--- config.mk ---
export PLATFORM = sky130hd
export DESIGN_NAME = edit_digit_cursor
export DESIGN_NICKNAME = d
export VERILOG_FILES = /design/src/rtl/edit_digit_cursor_pkg.sv /design/src/rtl/edit_cursor_pos.sv /design/src/rtl/edit_digit_cursor.sv
export SDC_FILE = /design/constraint.sdc
export NUM_CORES = 1
export LEC_CHECK = 0
export CAP_MARGIN = 0
export CELL_PAD_IN_SITES_DETAIL_PLACEMENT = 1
export CELL_PAD_IN_SITES_GLOBAL_PLACEMENT = 1
export CORE_AREA = 10 10 105 107
export CTS_CLUSTER_SIZE = 16
export DETAILED_ROUTE_END_ITERATION = 16
export DIE_AREA = 0 0 115 117
export PLACE_DENSITY = 0.85
export SLEW_MARGIN = 20
export SYNTH_ARGS = -nofsm -noshare
export SYNTH_HDL_FRONTEND = slang
export SYNTH_SLANG_ARGS = --single-unit
--- constraint.sdc ---
create_clock -name clk -period 3.7 [get_ports clk]
set_input_delay 0.74 -clock clk [delete_from_list [all_inputs] [get_ports clk]]
set_output_delay 0.74 -clock clk [all_outputs]
set_load 0.005 [all_outputs]
--- src/rtl/edit_digit_cursor_pkg.sv ---
// Shared types and slot arithmetic for the front-panel edit cursor.
package edit_digit_cursor_pkg;

  typedef enum logic [1:0] {
    IDLE   = 2'd0,
    HOLD   = 2'd1,
    REPEAT = 2'd2
  } state_t;

  // A slot is usable when its position inside its group is below the used count.
  function automatic logic is_legal(int d, int group, int used);
    return (d % group) < used;
  endfunction

  // Next usable slot, wrapping from the highest usable slot back to 0.
  function automatic int next_legal(int d, int num, int group, int used);
    int last;
    int n;
    last = num - group + used - 1;
    if (d >= last) return 0;
    n = d + 1;
    if (!is_legal(n, group, used)) n = n + group - (n % group);
    return n;
  endfunction

  // Previous usable slot, wrapping from 0 to the highest usable slot.
  function automatic int prev_legal(int d, int num, int group, int used);
    int p;
    if (d == 0) return num - group + used - 1;
    p = d - 1;
    if (!is_legal(p, group, used)) p = p - (p % group) + used - 1;
    return p;
  endfunction

endpackage

--- src/rtl/edit_cursor_pos.sv ---
// Cursor position register with next/prev stepping over usable slots.
module edit_cursor_pos
  import edit_digit_cursor_pkg::*;
#(
  parameter int unsigned NUM_DIGITS     = 32,
  parameter int unsigned GROUP          = 4,
  parameter int unsigned USED_PER_GROUP = 3,
  parameter int unsigned DW             = 5
) (
  input  logic          clk,
  input  logic          reset,
  input  logic          cursorNext,
  input  logic          cursorPrev,
  output logic [DW-1:0] digit,
  output logic          move_c
);

  logic [DW-1:0] digit_nxt;

  // Step direction decode; opposing requests cancel out.
  always_comb begin
    move_c    = cursorNext ^ cursorPrev;
    digit_nxt = digit;
    if (move_c) begin
      if (cursorNext)
        digit_nxt = DW'(next_legal(int'(digit), int'(NUM_DIGITS), int'(GROUP), int'(USED_PER_GROUP)));
      else
        digit_nxt = DW'(prev_legal(int'(digit), int'(NUM_DIGITS), int'(GROUP), int'(USED_PER_GROUP)));
    end
  end

  // Cursor register.
  always_ff @(posedge clk) begin
    if (reset) digit <= '0;
    else       digit <= digit_nxt;
  end

endmodule

--- src/rtl/edit_digit_cursor.sv ---
// Edit cursor plus inc/dec pulse generator with hold-to-repeat.
module edit_digit_cursor
  import edit_digit_cursor_pkg::*;
#(
  parameter int unsigned NUM_DIGITS     = 32,
  parameter int unsigned GROUP          = 4,
  parameter int unsigned USED_PER_GROUP = 3,
  parameter int unsigned FAST_DIGITS    = 6,
  parameter int unsigned HOLD_TICKS     = 4,
  parameter int unsigned REPEAT_DIV     = 8,
  localparam int unsigned DW            = $clog2(NUM_DIGITS)
) (
  input  logic                  clk,
  input  logic                  reset,
  input  logic                  cursorNext,
  input  logic                  cursorPrev,
  input  logic                  incSelection,
  input  logic                  decSelection,
  input  logic                  slow_clock,
  output logic [DW-1:0]         digit,
  output logic [NUM_DIGITS-1:0] doInc,
  output logic [NUM_DIGITS-1:0] doDec,
  output logic                  repeating
);

  localparam int unsigned TW = $clog2(HOLD_TICKS + 1);
  localparam int unsigned VW = $clog2(REPEAT_DIV + 1);

  state_t        state_q, state_d;
  logic [TW-1:0] tick_q, tick_d;
  logic [VW-1:0] div_q, div_d;
  logic          dir_q, dir_d;
  logic          move_c;
  logic          req_c, dir_c, abort_c, fire_c;
  logic          pend_valid_q, pend_dir_q;
  logic [DW-1:0] pend_digit_q;

  edit_cursor_pos #(
    .NUM_DIGITS    (NUM_DIGITS),
    .GROUP         (GROUP),
    .USED_PER_GROUP(USED_PER_GROUP),
    .DW            (DW)
  ) u_pos (
    .clk       (clk),
    .reset     (reset),
    .cursorNext(cursorNext),
    .cursorPrev(cursorPrev),
    .digit     (digit),
    .move_c    (move_c)
  );

  // Request FSM: first pulse on press, hold count, then periodic repeat.
  always_comb begin
    state_d = state_q;
    tick_d  = tick_q;
    div_d   = div_q;
    dir_d   = dir_q;
    fire_c  = 1'b0;
    req_c   = incSelection ^ decSelection;
    dir_c   = incSelection;
    abort_c = !req_c || (dir_c != dir_q) || move_c;
    case (state_q)
      IDLE: begin
        if (req_c && !move_c) begin
          fire_c  = 1'b1;
          dir_d   = dir_c;
          tick_d  = '0;
          state_d = HOLD;
        end
      end
      HOLD: begin
        if (abort_c) begin
          tick_d  = '0;
          state_d = IDLE;
        end else if (slow_clock) begin
          if (tick_q == TW'(HOLD_TICKS - 1)) begin
            fire_c  = 1'b1;
            div_d   = '0;
            tick_d  = '0;
            state_d = REPEAT;
          end else begin
            tick_d = tick_q + TW'(1);
          end
        end
      end
      REPEAT: begin
        if (abort_c) begin
          div_d   = '0;
          state_d = IDLE;
        end else if (slow_clock) begin
          if (32'(digit) < FAST_DIGITS) begin
            fire_c = 1'b1;
          end else if (div_q == VW'(REPEAT_DIV - 1)) begin
            fire_c = 1'b1;
            div_d  = '0;
          end else begin
            div_d = div_q + VW'(1);
          end
        end
      end
      default: state_d = IDLE;
    endcase
  end

  // FSM state, counters and the repeating flag.
  always_ff @(posedge clk) begin
    if (reset) begin
      state_q   <= IDLE;
      tick_q    <= '0;
      div_q     <= '0;
      dir_q     <= 1'b0;
      repeating <= 1'b0;
    end else begin
      state_q   <= state_d;
      tick_q    <= tick_d;
      div_q     <= div_d;
      dir_q     <= dir_d;
      repeating <= (state_d == REPEAT);
    end
  end

  // Capture the pulse decision together with the digit sampled at that edge.
  always_ff @(posedge clk) begin
    if (reset) begin
      pend_valid_q <= 1'b0;
      pend_dir_q   <= 1'b0;
      pend_digit_q <= '0;
    end else begin
      pend_valid_q <= fire_c;
      pend_dir_q   <= dir_c;
      pend_digit_q <= digit;
    end
  end

  // One-hot output pulse registers.
  always_ff @(posedge clk) begin
    if (reset) begin
      doInc <= '0;
      doDec <= '0;
    end else begin
      doInc <= (pend_valid_q && pend_dir_q)  ? (NUM_DIGITS'(1) << pend_digit_q) : '0;
      doDec <= (pend_valid_q && !pend_dir_q) ? (NUM_DIGITS'(1) << pend_digit_q) : '0;
    end
  end

endmodule

Word level (Yosys, flattened, before mapping)
Cells that the tools add are included.
{ "word_totals": {"ff_bits": 87, "input_bits": 7, "output_inout_bits": 70, "wordCells": 103} }
{ "op_classes": {"n_addsub": 9, "n_lt_le_gt_ge": 4, "n_eq_ne": 13, "n_shift": 1, "muxes": 40, "bitwise": 6, "n_reduce_logical": 19} }
{ "ops": {"columns": ["cell", "count"], "rows": [
  ["$shl A1 B5 Y32 const A", 1],
  ["$mux W5", 6],
  ["$mux W4", 7],
  ["$mux W1", 14],
  ["$mux W3", 4],
  ["$mux W2", 5],
  ["$sub A5 B3 Y5", 2],
  ["$ne A3 B3 Y1 const B", 3],
  ["$ne A2 B2 Y1 const B", 4],
  ["$pmux W4 S2", 1],
  ["$reduce_or A2 Y1", 4],
  ["$lt A3 B3 Y1 const B", 2],
  ["$pmux W2 S3", 1],
  ["$pmux W3 S2", 1],
  ["$reduce_and A6 Y1", 1],
  ["$sub A5 B1 Y6 const B", 1],
  ["$add A5 B1 Y5 const B", 1],
  ["$add A5 B3 Y5 const B", 1],
  ["$add A5 B4 Y5 const B", 1],
  ["$ge A5 B5 Y1 const B", 1],
  ["$logic_not A5 Y1", 1],
  ["$lt A5 B3 Y1 const B", 1],
  ["$sub A5 B2 Y5 const B", 1],
  ["$add A4 B1 Y4 const B", 1],
  ["other kinds (18)", 27]
]} }

Depth between registers and ports, before layout
Gate-level depths: netlist (run 1).
{ "logic_depth": {"word_depth": 9, "depth_mapped": 11, "ltp_nobuf": 11} }

Modules after synthesis
A second synthesis (run 1) with hierarchy kept.
{ "hier_totals": {"cells_unflattened": 331, "area_unflattened_um2": 3183.1} }
{ "modules_own_cells": {"columns": ["mod", "instances", "cells_each", "area_each_um2", "seq_area_each_um2"], "rows": [
  ["edit_digit_cursor", 1, 249, 2488.6, 1641.6],
  ["edit_cursor_pos", 1, 82, 694.4, 100.1]
]} }

Worst setup path after synthesis (run 1)
Ideal clock, no wire load.
{ "synth_timing": {"path_type": "register -> register", "from": "register u_pos.digit[1]", "to": "register u_pos.digit[4]", "setup_time_ns": 0.106, "arrival_time_ns": 2.755, "t_required_ns": 3.594, "setup_slack_ns": 0.839, "stages_incl_launch_ff": 12, "path_buffers": 0, "synth_period_minus_slack_ns": 2.861, "path_cell_list": "dfxtp_1 -> inv_1 -> ha_1 -> nor4_1 -> nand2_1 -> ha_1 -> inv_1 -> fa_1 -> xnor2_1 -> o311ai_0 -> o31ai_1 -> o311ai_0"} }
{ "synth_between": {"elab_chain_cells": 9, "elab_cells_between_ends": 27, "cone_classes": "add/sub (7); order compare (3); mux (12); bitwise (2); reduce/logical (3)"} }
{ "synth_lines": {"columns": ["element", "line", "text"], "rows": [
  ["from (decl)", "edit_cursor_pos.sv:14", "output logic [DW-1:0] digit,"],
  ["from (signal assigned)", "edit_cursor_pos.sv:35", "else digit <= digit_nxt;"],
  ["$sub A5 B1 Y6", "edit_digit_cursor_pkg.sv:30", "p = d - 1;"],
  ["$reduce_or A2 Y1 (no line)", null, null],
  ["$and A1 B1 Y1 (no line)", null, null],
  ["$sub A5 B3 Y5", "edit_digit_cursor_pkg.sv:31", "if (!is_legal(p, group, used)) p = p - (p % group) + used - 1;"],
  ["$add A5 B3 Y5", "edit_digit_cursor_pkg.sv:31", null],
  ["$sub A5 B2 Y5", "edit_digit_cursor_pkg.sv:31", null],
  ["$mux W5", "edit_digit_cursor_pkg.sv:31", null],
  ["$mux W5", "edit_digit_cursor_pkg.sv:30", null],
  ["$mux W5 (*)", "edit_cursor_pos.sv:25", "if (cursorNext)"]
]} }
Mark *: on every way between the ends. The rest lies on a longest branch, timed or not. The select of a mux whose other input is x is not followed.
A chain may end at the register's enable or synchronous reset.

Final worst setup path (run 1)
Same ends and word-level chain as after synthesis.

==> results by group, run 1 <==
Status
  • Outcome: complete, no violations

Critical path
  • CP top delay family: adder cells
  • Slowest CP cell: dfxtp_1
  • Crit-path max FO: 11
  • Crit end category: flip-flop
  • Buf+Inv Stages, Crit Path: 2
  • R2r setup slk: 0.47 ns
  • Worst Path Arrival: 3.49 ns
  • Critical path launch point type: flip-flop
  • Largest stage delay, worst path: 0.53 ns
  • Req. time, crit path: 3.95 ns
  • Critical-path cell list: inv_1, ha_1, nor4_2, nand2_1, ha_1, inv_1, fa_1, xnor2_1, o311ai_0, o31ai_1, o311ai_0
  • Worst setup path class: reg -> reg

Place
  • Detail Placement HPWL: 7110 um
  • Inst Count DP: 508
  • Place WS: 0.245 ns
  • Placer Congestion: 0.921
  • Number of I/O port buffers: 76

Final layout
  • Layout cells sized above 1: 0.0969
  • NumNets Final: 427
  • Area delta synth->final: 33.2%
  • Final Util: 0.479
  • Number of fill cells: 1036
  • ANT cells: 0
  • Non-filler cells, final: 524

Synth
  • Top-count cell post-synth: dfxtp_1
  • Flops & latches, synth: 87
  • Number of flops mapped to enable cells by yosys: 0
  • Synth top cells by count: 87 x dfxtp_1, 55 x nor2_1, 23 x nor3_1, 17 x nand2_1, 13 x or2_2
  • Cell variety after synth: 52
  • Sequential-to-total area share from yosys stat: 0.536
  • Synthesized cell area: 3250 um2
  • Synth warn: 0
  • Mean Syn Cell Area: 9.75 um2
  • Main synth FF type: dfxtp_1
  • Top cell type's share of synthesized area: 0.536
  • Cells after Synth: 333
  • Post-synth top area cell: dfxtp_1
  • Synth async-reset ratio: 0
  • Area contributors post-synth: dfxtp_1 54%, nor2_1 6.4%, ha_1 4.2%, nor3_1 3.5%, or2_2 2.5%
  • Syn nets: 352

Clock network
  • CTS Root Buffer Type: clkbuf_8
  • Clock latency on the worst-skew pair: 0.36 ns
  • Clock sinks: 87
  • CTS tree: built
  • Post-CTS Setup Bufs: 0
  • Hold buffers post-CTS: 0
  • CTS Buf Count: 9
  • CTS clk-pin slew, worst paths: 0.10 ns
  • H-tree level count: 3
  • Clock Path Buffers: 2
  • PostCTS Resize Cnt: 0

Drt
  • DRT Pass-1 Iters: 4
  • Vias: 2676
  • WL/cell: 17.5 um
  • Detail Route Antenna Nets: 0
  • Number of DRC markers in iteration 0: 113
  • Drt total wl: 9180 um
  • Vias/cell: 5.11
  • Drt drc: 0

Timing
  • Final Slew Violations: 0
  • RSZ-0062 raised after global routing: false
  • Max Clock Freq: 0.309 GHz
  • Sum Neg Setup Slack: 0 ns
  • Slew headroom: 0.618
  • Clock skew: 0.00901 ns
  • Slack of the critical path: 0.466 ns
  • Count of final hold-check violations: 0
  • Final setup violation count: 0
  • Crit share post-route: 0.874
  • Final Critical Period: 3.23 ns
  • Tightest Pin Transition: 0.568 ns

Power
  • Flop pwr share: 0.485
  • Int Pwr: 0.00142 W
  • Clock power frac: 0.349
  • Sw Pwr: 0.000606 W
  • Combinational group share of total power: 0.166
  • LEAKAGE: 1.57 nW
  • Switching share of power: 0.299
  • PwrDens: 469 nW/um2
  • Worst IR drop on VDD: 227 uV

Global routing
  • Largest net degree at the start of global routing: 18
  • Total congestion overflow: 0
  • GRT Overall Usage: 0.140
  • Vias in the first global route: 2917
  • First-pass GRT wire length: 15200 um
  • Initial antenna violation count: 0

Die
  • Core Area: 9020 um2
  • Die Span Y: 117 um
  • Ports: 77
  • Num rows: 35
  • Die area: 13500 um2
  • DIE WIDTH: 115 um
  • Initial Util: 0.360

Job
  • Max-cap violations: 0

Hold path
  • Hold WC Path Type: reg -> reg
==> sequential cells by signal, summed over array words and instances (netlist names) <==
signal	cells
pend_dir_q	1
doDec	32
u_pos.digit	5
doInc	32
state_q	2
div_q	4
dir_q	1
pend_valid_q	1
tick_q	3
pend_digit_q	5
repeating	1
==> final cells by class <==
class                           count  area [um2]  share of cell area
Multi-Input combinational cell    222        1420               0.327
Clock inverter                      7        87.6              0.0202
Timing Repair Buffer               79         783               0.181
Clock buffer                        9         124              0.0286
Inverter                            9        33.8             0.00781
Tap cell                          111         139              0.0321
Sequential cell                    87        1740               0.403
==> metal layers <==
metal,up-vias,track usage,wire (um)
met5,-,0,0
met4,0,0.0446,119
met3,12,0.0438,671
met2,71,0.244,4570
met1,1293,0.159,3820
li1,1300,-,-
==> worst min-delay path, stage by stage, from the launching register on <==
cell and delay (ns):
dfxtp_1 0.33, nand2_1 0.06, a21oi_1 0.03
==> power groups by stage <==
stage / registers [W] / clock network [W] / logic, W
2_1_floorplan: 0.000990 / 0 / 0.000239
3_3_place_gp: 0.00100 / 0 / 0.000310
3_5_place_dp: 0.00100 / 0 / 0.000333
4_1_cts: 0.000983 / 0.000724 / 0.000336
5_1_grt: 0.000989 / 0.000774 / 0.000377
6_report: 0.000984 / 0.000707 / 0.000337
==> path summary, 6_finish.rpt <==
| kind | cells past startpoint | start | endpoint |
|---|---|---|---|
| min | 2 | tick_q[2] | tick_q[2] |
| max reg2reg | 11 | u_pos.digit[1] | u_pos.digit[4] |
| max | 11 | u_pos.digit[1] | u_pos.digit[4] |
| min reg2reg | 2 | tick_q[2] | tick_q[2] |
==> through the flow <==
step | cell area (um2) | power, W | hold WS (ns)
2_1_floorplan | 3250 | 0.00123 | 0.412
3_3_place_gp | 4110 | 0.00131 | 0.422
3_5_place_dp | 4110 | 0.00134 | 0.437
4_1_cts | 4320 | 0.00204 | 0.454
5_1_grt | 4330 | 0.00214 | 0.483
6_report | 4330 | 0.00203 | 0.451
==> kinds of logic after synthesis <==
family | share of synthesized area
AND/OR/NAND/NOR | 0.244
flip-flops | 0.536
AO/OA/AOI/OAI | 0.0982
buffers and inverters | 0.0297
adder cells (fa/ha/maj) | 0.0485
XOR/XNOR | 0.0339
multiplexers | 0.00925
==> placed cells by master (no fill, tap or decap), drive strengths merged, types with 2 or more instances in the layout <==
cell,count
a211o,2
a211oi,2
a21o,2
a21oi,8
a22oi,2
a31o,2
a32o,2
and3,4
buf,3
clkbuf,9
clkdlybuf4s50,76
clkinvlp,2
dfxtp,87
ha,11
inv,13
mux2i,3
nand2,17
nand2b,10
nand3,4
nand3b,2
nand4,2
nand4b,3
nor2,55
nor2b,6
nor3,23
nor3b,5
nor4,3
o211ai,3
o21ai,5
o311ai,2
o31ai,2
or2,13
or3b,2
xnor2,4
xor2,6
Power figures use the tool's default switching activity.
==> run 2: changes to the inputs <==
--- a/config.mk
+++ b/config.mk
@@ -12,6 +12,7 @@
 export CTS_CLUSTER_SIZE = 16
 export DETAILED_ROUTE_END_ITERATION = 16
 export DIE_AREA = 0 0 115 117
+export GPL_TIMING_DRIVEN = 0
 export PLACE_DENSITY = 0.85
 export SLEW_MARGIN = 20
 export SYNTH_ARGS = -nofsm -noshare
==> run 2 against run 1 <==
Effect of this change: first-iteration DRC count is 15% lower; clock skew is 0.0038 ns higher; via count grew 1.4%; clock power shrank 13%; critical endpoint unchanged; largest power group unchanged.
==> results by group, run 2 (synthesis gave the netlist of run 1 again) <==
Die
  • DIE WIDTH: 115 um (unchanged)
  • Core Area: 9020 um2 (unchanged)
  • Initial Util: 0.360 (unchanged)
  • Num rows: 35 (unchanged)
  • Die area: 13500 um2 (unchanged)
  • Die Span Y: 117 um (unchanged)
  • Ports: 77 (unchanged)

Place
  • Inst Count DP: 518 (was 508)
  • Placer Congestion: 0.830 (was 0.921)
  • Number of I/O port buffers: 74 (was 76)
  • Detail Placement HPWL: 7080 um (was 7110 um)
  • Place WS: 0.268 ns (was 0.245 ns)

Final layout
  • ANT cells: 0 (unchanged)
  • NumNets Final: 437 (was 427)
  • Area delta synth->final: 32.8% (was 33.2%)
  • Layout cells sized above 1: 0.0969 (about the same)
  • Commonest non-fill, non-tap cells in the layout: 87 x dfxtp_1, 74 x clkdlybuf4s50_1, 55 x nor2_1 (was 87 x dfxtp_1, 76 x clkdlybuf4s50_1, 55 x nor2_1)
  • Largest regs: doDec (32), doInc (32) (unchanged)
  • Commonest non-fill, non-tap cell in the layout: dfxtp_1 (unchanged)
  • Number of fill cells: 1029 (was 1036)
  • Final Util: 0.478 (was 0.479)
  • Non-filler cells, final: 534 (was 524)

Timing
  • RSZ-0062 raised after global routing: false (unchanged)
  • Crit share post-route: 0.917 (was 0.874)
  • Slew headroom: 0.624 (was 0.618)
  • Sum Neg Setup Slack: 0 ns (unchanged)
  • Tightest Pin Transition: 0.558 ns (was 0.568 ns)
  • Max Clock Freq: 0.295 GHz (was 0.309 GHz)
  • Slack of the critical path: 0.306 ns (was 0.466 ns)
  • Clock skew: 0.0128 ns (was 0.00901 ns)
  • Count of final hold-check violations: 0 (unchanged)
  • Final Slew Violations: 0 (unchanged)
  • Final setup violation count: 0 (unchanged)
  • Final Critical Period: 3.39 ns (was 3.23 ns)

Critical path
  • Buf+Inv Stages, Crit Path: 2 (unchanged)
  • Crit end category: flip-flop (unchanged)
  • Worst Path Arrival: 3.65 ns (was 3.49 ns)
  • CP top delay family: adder cells (unchanged)
  • Worst R2R Path Depth: 11 (unchanged)
  • Terminus of the critical flop-to-flop path: u_pos.digit[4] (unchanged)
  • Reg-to-reg critical path startpoint: u_pos.digit[1] (unchanged)
  • Largest stage delay, worst path: 0.58 ns (was 0.53 ns)
  • Crit-path max FO: 11 (unchanged)
  • Worst setup path class: reg -> reg (unchanged)
  • R2r setup slk: 0.31 ns (was 0.47 ns)
  • Critical path launch point type: flip-flop (unchanged)
  • Critical-path cell list: inv_1, ha_1, nor4_2, nand2_1, ha_1, inv_1, fa_1, xnor2_1, o311ai_0, o31ai_1, o311ai_0 (unchanged)
  • Slowest CP cell: dfxtp_1 (unchanged)
  • Req. time, crit path: 3.96 ns (was 3.95 ns)

Clock network
  • Clock latency on the worst-skew pair: 0.35 ns (was 0.36 ns)
  • CTS clk-pin slew, worst paths: 0.09 ns (was 0.10 ns)
  • CTS tree: built (unchanged)
  • Hold buffers post-CTS: 0 (unchanged)
  • Post-CTS Setup Bufs: 0 (unchanged)
  • CTS Root Buffer Type: clkbuf_8 (unchanged)
  • Clock Path Buffers: 2 (unchanged)
  • CTS Buf Count: 9 (unchanged)
  • H-tree level count: 3 (unchanged)
  • Clock sinks: 87 (unchanged)

Global routing
  • GRT Overall Usage: 0.137 (was 0.140)
  • Initial antenna violation count: 0 (unchanged)
  • Vias in the first global route: 2966 (was 2917)
  • Total congestion overflow: 0 (unchanged)
  • First-pass GRT wire length: 14900 um (was 15200 um)
  • Largest net degree at the start of global routing: 17 (was 18)

Power
  • LEAKAGE: 1.57 nW (about the same)
  • Tot Pwr: 0.00194 W (was 0.00203 W)
  • Worst IR drop on VDD: 203 uV (was 227 uV)
  • PwrDens: 450 nW/um2 (was 469 nW/um2)

Drt
  • DRT Pass-1 Iters: 4 (unchanged)
  • Vias: 2714 (was 2676)
  • Drt total wl: 9330 um (was 9180 um)
  • Detail Route Antenna Nets: 0 (unchanged)
  • Vias/cell: 5.08 (was 5.11)
  • Drt drc: 0 (unchanged)
  • Number of DRC markers in iteration 0: 96 (was 113)
  • WL/cell: 17.5 um (about the same)

Job
  • Max-cap violations: 0 (unchanged)

Hold path
  • Hold Path Stages: 2 (unchanged)
  • Hold WC Path Type: reg -> reg (unchanged)
  • Min-Delay Endpoint: tick_q[2] (unchanged)
  • Hold_sp: tick_q[2] (unchanged)

Status
  • Outcome: complete, no violations (unchanged)
run 2: power breakdown:
part           leakage (nW)  internal (W)  switching [W]
clock network        0.0879      0.000254       0.000361
registers             0.703      0.000952      0.0000229
logic                 0.778      0.000143       0.000207
total                  1.57       0.00135       0.000591
run 2: layout make-up:
class                      instances  area, um2  share of cell area
buffer                            15       62.6              0.0145
clock buffer                      10        128              0.0296
clock inverter                     6       51.3              0.0119
inverter                           9       33.8             0.00783
multi-input combinational        222       1420               0.328
sequential                        87       1740               0.404
tap                              111        139              0.0322
timing repair buffer              74        741               0.172
run 2: worst reg2reg max path, delay by kind of cell, from the launching register on:
kind,cells,cell delay [ns]
and+or+nand+nor,2,0.42
DFF,1,0.58
AOI/OAI and AO/OA,3,0.83
adders and majority gates,3,1.00
buffers and inverters,2,0.29
xor gates and xnor gates,1,0.18
run 2: worst max path at each step:
stage	from	end	slack, ns	cells after the start
after detailed placement	u_pos.digit[1]	u_pos.digit[4]	0.27	11
after global routing	u_pos.digit[1]	u_pos.digit[4]	0.14	11
final	u_pos.digit[1]	u_pos.digit[4]	0.31	11
after CTS	u_pos.digit[1]	u_pos.digit[4]	0.23	11
after floorplan	u_pos.digit[1]	u_pos.digit[4]	0.84	11
after global placement	u_pos.digit[1]	u_pos.digit[4]	0.45	11
run 2: repair_timing:
| action | CTS | global route |
|---|---|---|
| endpoints found under the setup margin | 0 | 1 |
| resized for setup | 0 | 1 |
| endpoints found under the hold margin | 0 | 0 |
run 2: layer usage:
metal  wire [um]  part of all wire  GRT usage
met3         705             0.076     0.0474
met5           0                 0          0
met4          93             0.010     0.0355
met2        4570              0.49      0.243
met1        3960              0.42      0.154
run 2: through the flow:
stage	hold WS (ns)	instance area [um2]
after floorplan	0.412	3250
after global placement	0.423	4130
after detailed placement	0.432	4130
after CTS	0.447	4310
after global routing	0.482	4310
final	0.448	4310
